## src/rtl/ex_muldiv.sv

```systemverilog
// RV32M execute-stage multiply/divide unit: single-cycle 33x33 multiply,
// 32-cycle restoring divide, divide special cases resolved without iterating.
//
// state | meaning
// IDLE  | waiting for an M-extension instruction in EX
// MUL   | product formed from latched operands, result registered
// DIV   | one quotient bit per cycle on operand magnitudes
// DONE  | md_result valid, instruction advances out of EX
module ex_muldiv (
  input  logic        clk,
  input  logic        rst,
  input  logic        flush,
  input  logic [6:0]  EX_op,
  input  logic [2:0]  EX_funct3,
  input  logic [6:0]  EX_funct7,
  input  logic [31:0] EX_rs1_data,
  input  logic [31:0] EX_rs2_data,
  output logic        md_stall,
  output logic        md_valid,
  output logic [31:0] md_result
);

  typedef enum logic [1:0] {IDLE, MUL, DIV, DONE} state_t;

  state_t      state, state_nxt;
  logic        req, div_signed, div_zero, div_ovf, special;
  logic [31:0] a_mag, b_mag;
  logic [31:0] op_a, op_b, rem;
  logic [1:0]  f3;
  logic        mul_sa, mul_sb, neg_q, neg_r;
  logic [5:0]  cnt;

  logic signed [32:0] mul_a, mul_b;
  logic signed [63:0] prod;
  logic [32:0] rem_sh, diff;
  logic [31:0] rem_nxt, quo_nxt;

  assign req        = (EX_op == 7'b0110011) && (EX_funct7 == 7'b0000001) && !flush;
  assign div_signed = !EX_funct3[0];
  assign div_zero   = (EX_rs2_data == 32'h0);
  assign div_ovf    = div_signed && (EX_rs1_data == 32'h80000000) && (EX_rs2_data == 32'hFFFFFFFF);
  assign special    = EX_funct3[2] && (div_zero || div_ovf);
  assign a_mag      = (div_signed && EX_rs1_data[31]) ? -EX_rs1_data : EX_rs1_data;
  assign b_mag      = (div_signed && EX_rs2_data[31]) ? -EX_rs2_data : EX_rs2_data;

  assign mul_a = {mul_sa & op_a[31], op_a};
  assign mul_b = {mul_sb & op_b[31], op_b};
  assign prod  = 64'(mul_a) * 64'(mul_b);

  // op_a doubles as the dividend/quotient shift register during DIV
  assign rem_sh  = {rem, op_a[31]};
  assign diff    = rem_sh - {1'b0, op_b};
  assign rem_nxt = diff[32] ? rem_sh[31:0] : diff[31:0];
  assign quo_nxt = {op_a[30:0], !diff[32]};

  always_comb begin
    state_nxt = state;
    md_stall  = 1'b0;
    case (state)
      IDLE: if (req) state_nxt = !EX_funct3[2] ? MUL : (special ? DONE : DIV);
      MUL:  state_nxt = DONE;
      DIV:  if (cnt == 6'd1) state_nxt = DONE;
      DONE: state_nxt = IDLE;
      default: state_nxt = IDLE;
    endcase
    if (flush) state_nxt = IDLE;
    if (!rst && !flush)
      md_stall = (req && state != DONE) || state == MUL || state == DIV;
  end

  assign md_valid = (state == DONE);

  always_ff @(posedge clk or posedge rst) begin
    if (rst) begin
      state     <= IDLE;
      cnt       <= 6'd0;
      op_a      <= 32'h0;
      op_b      <= 32'h0;
      rem       <= 32'h0;
      f3        <= 2'b00;
      mul_sa    <= 1'b0;
      mul_sb    <= 1'b0;
      neg_q     <= 1'b0;
      neg_r     <= 1'b0;
      md_result <= 32'h0;
    end else begin
      state <= state_nxt;
      case (state)
        IDLE: if (req) begin
          f3  <= EX_funct3[1:0];
          rem <= 32'h0;
          cnt <= 6'd32;
          if (!EX_funct3[2]) begin
            op_a   <= EX_rs1_data;
            op_b   <= EX_rs2_data;
            mul_sa <= (EX_funct3[1:0] != 2'b11);
            mul_sb <= !EX_funct3[1];
          end else begin
            op_a  <= a_mag;
            op_b  <= b_mag;
            neg_q <= div_signed && (EX_rs1_data[31] ^ EX_rs2_data[31]);
            neg_r <= div_signed && EX_rs1_data[31];
            if (special)
              md_result <= div_zero ? (EX_funct3[1] ? EX_rs1_data : 32'hFFFFFFFF)
                                    : (EX_funct3[1] ? 32'h0 : 32'h80000000);
          end
        end
        MUL: if (!flush) md_result <= (f3 == 2'b00) ? prod[31:0] : prod[63:32];
        DIV: if (!flush) begin
          op_a <= quo_nxt;
          rem  <= rem_nxt;
          cnt  <= cnt - 6'd1;
          if (cnt == 6'd1)
            md_result <= f3[1] ? (neg_r ? -rem_nxt : rem_nxt)
                               : (neg_q ? -quo_nxt : quo_nxt);
        end
        default: ;
      endcase
    end
  end

endmodule

```

## config.mk

```make
export PLATFORM = sky130hd
export DESIGN_NAME = ex_muldiv
export DESIGN_NICKNAME = d
export VERILOG_FILES = /design/src/rtl/ex_muldiv.sv
export SDC_FILE = /design/constraint.sdc
export NUM_CORES = 2
export LEC_CHECK = 0
export CAP_MARGIN = 40
export CORE_MARGIN = 3
export CORE_UTILIZATION = 45
export CTS_CLUSTER_SIZE = 16
export DETAILED_ROUTE_END_ITERATION = 12
export PLACE_DENSITY_LB_ADDON = 0.1
export SYNTH_ARGS = -nofsm -noshare
export SYNTH_HDL_FRONTEND = slang
export SYNTH_SLANG_ARGS = --single-unit
```

## constraint.sdc

```tcl
create_clock -name clk -period 20.8 [get_ports clk]
set_clock_uncertainty 0.05 [all_clocks]
set_input_delay 6.24 -clock clk [delete_from_list [all_inputs] [get_ports clk]]
set_output_delay 6.24 -clock clk [all_outputs]
set_load 0.01 [all_outputs]
```

## Yosys cells after proc, flatten, opt, wreduce, memory -nomap -nowiden

Index checks and enable logic that the tools add are counted.

| word-level totals | value |
|---|---|
| flip-flop bits (word level) | 142 |
| bits in latches | 0 |
| RAM bits | 0 |
| bits in read-only memories | 0 |
| bits of input ports | 84 |
| output and inout bits | 34 |
| logic and storage cells | 104 |
| memories | 0 |

| cells by class | value |
|---|---|
| $add $sub $neg | 6 |
| $mul | 1 |
| divide/modulo/power cells | 0 |
| $lt $le $gt $ge | 0 |
| eq/ne operators | 18 |
| shift operators | 0 |
| multiplexer cells | 35 |
| bitwise logic cells | 4 |
| reductions and logical operators | 29 |

Operator list:

| cell | count |
|---|---|
| $mux 32 | 22 |
| $neg 32->32 | 4 |
| $pmux 32 s2 | 2 |
| $pmux 32 s3 | 1 |
| $eq 32x32->1 const B | 2 |
| $mul 33x33->64 | 1 |
| $sub 33x32->33 | 1 |
| $logic_not 32->1 | 1 |
| $ne 2x2->1 const B | 8 |
| $mux 6 | 2 |
| $pmux 6 s2 | 1 |
| $logic_and 1x1->1 | 10 |
| $reduce_and 3->1 | 3 |
| $mux 2 | 4 |
| $pmux 2 s4 | 1 |
| $eq 7x1->1 const B | 1 |
| $eq 7x6->1 const B | 1 |
| $reduce_and 7->1 | 1 |
| $eq 6x1->1 const B | 1 |
| $ne 3x3->1 const B | 2 |
| $sub 6x1->6 const B | 1 |
| $logic_not 1->1 | 5 |
| $eq 2x2->1 const B | 2 |
| $logic_not 2->1 | 2 |
| other kinds (9) | 14 |

## Longest topological paths before layout

| depth | value |
|---|---|
| word-level depth | 10 |
| mapped depth | 33 |
| mapped depth without buffers | 31 |

## Least setup slack after synthesis

No wires, ideal clock.

| timing path | value |
|---|---|
| path kind | input to output |
| start point | in EX_op[3] |
| end point | out md_stall |
| data arrival time | 7.214 ns |
| data required time | 14.510 ns |
| setup slack | 7.296 ns |
| stages | 6 |
| path buffers | 0 |
| cells stage by stage | nor4b_1 and3_1 nand3_1 nor2_1 a211oi_1 nor3_1 |

| between the ends | value |
|---|---|
| longest elaborated chain between the ends | 7 |

Ends and longest elaborated chain:

| item | line | RTL |
|---|---|---|
| from (decl) | 13 | `input logic [6:0] EX_op,` |
| $eq 7x6->1 | 38 | `assign req = (EX_op == 7'b0110011) && (EX_funct7 == 7'b0000001) && !flush;` |
| $logic_and 1x1->1 (2 in series) | 38 |  |
| $logic_and 1x1->1 | 68 | `md_stall = (req && state != DONE) \|\| state == MUL \|\| state == DIV;` |
| $logic_or 1x1->1 (2 in series) | 68 |  |
| $mux 1 | 67 | `if (!rst && !flush)` |
| to (decl) | 18 | `output logic md_stall,` |

Every way passes these cells.

## Worst setup path in the final report

| timing path | value |
|---|---|
| start point | in EX_funct7[0] |
| end point | out md_stall |

| between the ends | value |
|---|---|
| longest elaborated chain between the ends | 7 |

Ends and longest elaborated chain:

| item | line | RTL |
|---|---|---|
| from (decl) | 15 | `input logic [6:0] EX_funct7,` |
| $eq 7x1->1 | 38 |  |
| $logic_and 1x1->1 (2 in series) | 38 |  |
| $logic_and 1x1->1 | 68 |  |
| $logic_or 1x1->1 (2 in series) | 68 |  |
| $mux 1 | 67 |  |

Every way passes these cells.

==> run metrics <==
max-slew violations=0; Worst setup SP type=input pin; internal power=around 1.4 mW; area delta synth->final=6.90%; number of max-cap violations=0; DR top layer=met5; DRC viols=0; CTS H-tree lvls=4; Final setup violation count=0; CTS Buffer Depth=2; Synth top area share=~45%; Seq cells post-synth=142; Pleak=25.3 nW; CORE AREA=approximately 110000 sq um; clock network power share=a little over a tenth; Power Density=between 60 and 70 nW/um^2; worst setup margin=roughly 6200 ps; Worst VDD drop=0.136 mV; DRT antenna net count=0; EDFF count, synth=0; gr usage total=29.9%; Fin Hold WS=around 440 ps; slew margin rel.=between 30% and 40%; outcome=finished, final reports clean; CP Max Fanout=5; met3 WL post-DR=approximately 12 mm; setup TNS=0 ps; routed len/inst=23.4 microns; commonest non-fill, non-tap cell in the layout=inv_1; synth unique cells=89; crit path time final=~15000 ps; met2 WL=roughly 76 mm; fmax=0.0686 GHz; I/O Pins=between 100 and 150; Primary FF master, synth=dfrtp_1; dpl ws=~6200 ps; first-pass GRT wire length=around 260 mm; post-synthesis cell count=about 5700; critical path cell sequence=clkdlybuf4s50_1 -> nor4bb_1 -> nand3_1 -> nor2_1 -> a211oi_1 -> nor3_1 -> clkdlybuf4s50_1; most frequent cells in the layout=inv_1, fa_1, nand2_1; DRT met1 WL=73.1 mm; Clk pin slew, worst setup/hold paths=70 ps; post-synthesis cell area=between 40000 and 50000 sq um; die width=between 300 and 400 microns; vias in the first global route=41000; RSZ-0062 raised after global routing=false; IO buf count=117; row count=121; initial antenna violation count=20; Mapped Avg Cell Area=8.73 sq um; Seq/Total Area, Yosys=slightly above 7%; Hold Path Class=flip-flop to flip-flop; root buffer cell=clkbuf_16; final-report hold violation count=0; CP max-delay cell=clkdlybuf4s50_1; worst path buffer plus inverter count=2; Die Area=between 100000 and 150000 sq um; largest net degree at the start of global routing=just under 80; asr flop ratio synth=100%; Worst setup EP type=output port; vias post-DR=39200; grt ovf=0; Sw Share=between 50% and 60%; P_sw=between 1.5 and 2 mW; number of clock sinks=around 140; Num CTS Buffers=17; CP dominant cell by count=clkdlybuf4s50_1; synth top area cells=fa_1, inv_1, dfrtp_1; DRT Wirelength=around 170 mm; Via density=approximately 5.5; Layout Nets=about 7100; crit-path max cell delay=580 ps; critical path arrival=between 8000 and 9000 ps; family with the most delay on the worst path=buffers and inverters; Seq pwr share=approximately an eighth; worst-skew pair later-pin latency=approximately 460 ps; Ys Warns=0; Die Ht=339 microns; GPL Wtd Cong=0.964; Initial Utilization=around 46%; worst-margin pin slew=around 1000 ps; WP data required=between 10000 and 15000 ps; cell taking the most area after synthesis=fa_1; Post-CTS Setup Inserts=0; kind of critical path=input pin to output port; combinational power share=76.4%; DR iter-0 viols=2974; layout cell share with drive strength beyond 1=roughly 3.4%; HPWL after DPL=between 100 and 150 mm; crit share post-route=between 70% and 80%; Pre-Repair DR Iteration Count=6; CTS tree=done; CTS hold repair buffers=0; Syn Nets=between 7000 and 8000; cells resized by post-CTS repair=0
-- registers in the layout, summed over array words and instances, names as in the netlist, 2 cells and up --
register,flops
md_result,32
state,2
op_a,32
op_b,32
cnt,6
f3,2
rem,32
-- metrics by stage --
step	std cells	power, mW	area (sq um)	utilization, %
finish	7113	3.21	53200	48.7
global route	7107	3.47	53200	48.7
CTS	7106	3.17	53200	48.7
detailed placement	7074	2.80	52600	48.1
global placement	7062	2.82	52300	47.8
floorplan	5704	1.98	49800	-
-- worst paths after layout --
check                           slack (ps)           from             to  cells after the start
worst max register to register       10450       op_a[31]  md_result[17]                     29
worst min register to register         440  md_result[19]  md_result[19]                      2
worst min-delay path                   440  md_result[19]  md_result[19]                      2
max in group asynchronous            13270            rst       op_b[18]                      4
worst max-delay path                  6230   EX_funct7[0]       md_stall                      7
min in group asynchronous             6250            rst       state[1]                      2
-- synth_stat cells (all sizes together) (21+ instances only) --
master and instances:
nand2b 29, or3 27, and2 330, nor2 190, o31ai 35, nand3 38, nor3 45, o21ai 259
ha 257, a31oi 22, dfrtp 142, inv 1193, a22oi 31, xor2 81, o211ai 21, xnor2 129
a21oi 129, fa 1126, nand2 900, clkbuf 270, and3 28, buf 62, a21o 43, mux2i 33
-- power groups by stage --
| stage | Clock (mW) | Sequential, mW | Combinational (mW) |
|---|---|---|---|
| detailed placement | 0 | 0.421 | 2.38 |
| floorplan | 0 | 0.403 | 1.58 |
| CTS | 0.340 | 0.417 | 2.41 |
| global route | 0.351 | 0.428 | 2.69 |
| finish | 0.337 | 0.420 | 2.46 |
| global placement | 0 | 0.423 | 2.39 |
-- worst min-delay path, delay by kind of cell, from the launching register on --
family | cells | cell delay [ps]
DFF | 1 | 350
and+or+nand+nor | 2 | 100
-- metal layers --
metal | up-vias | global-route usage, %
met3 | 201 | 4.99
met4 | 10 | 7.81
met2 | 1366 | 47.2
li1 | 17100 | -
met1 | 20500 | 42.9
met5 | - | 0
-- area by class of cell --
cell class	instances	area, sq um
antenna	6	15.0
clock buffer	18	439
clock inverter	14	180
fill	10800	56100
inverter	1195	4490
multi-input combinational	4035	40500
sequential	142	3560
tap	1476	1850
timing repair buffer	227	2200
-- cells by family (layout without fill, tap and decap cells) --
logic type / after synthesis / after routing / share of synthesized area [%]
and+or+nand+nor: 1685 / 1685 / 15.7
buffers and inverters: 1527 / 1454 / 11.6
adders and majority gates: 1383 / 1383 / 51.7
AOI/OAI and AO/OA: 716 / 716 / 9.26
xor gates and xnor gates: 210 / 210 / 3.71
DFF: 142 / 142 / 7.14
muxes: 41 / 41 / 0.845
other: 0 / 6 / 0
(Power assumes the default switching activity.)
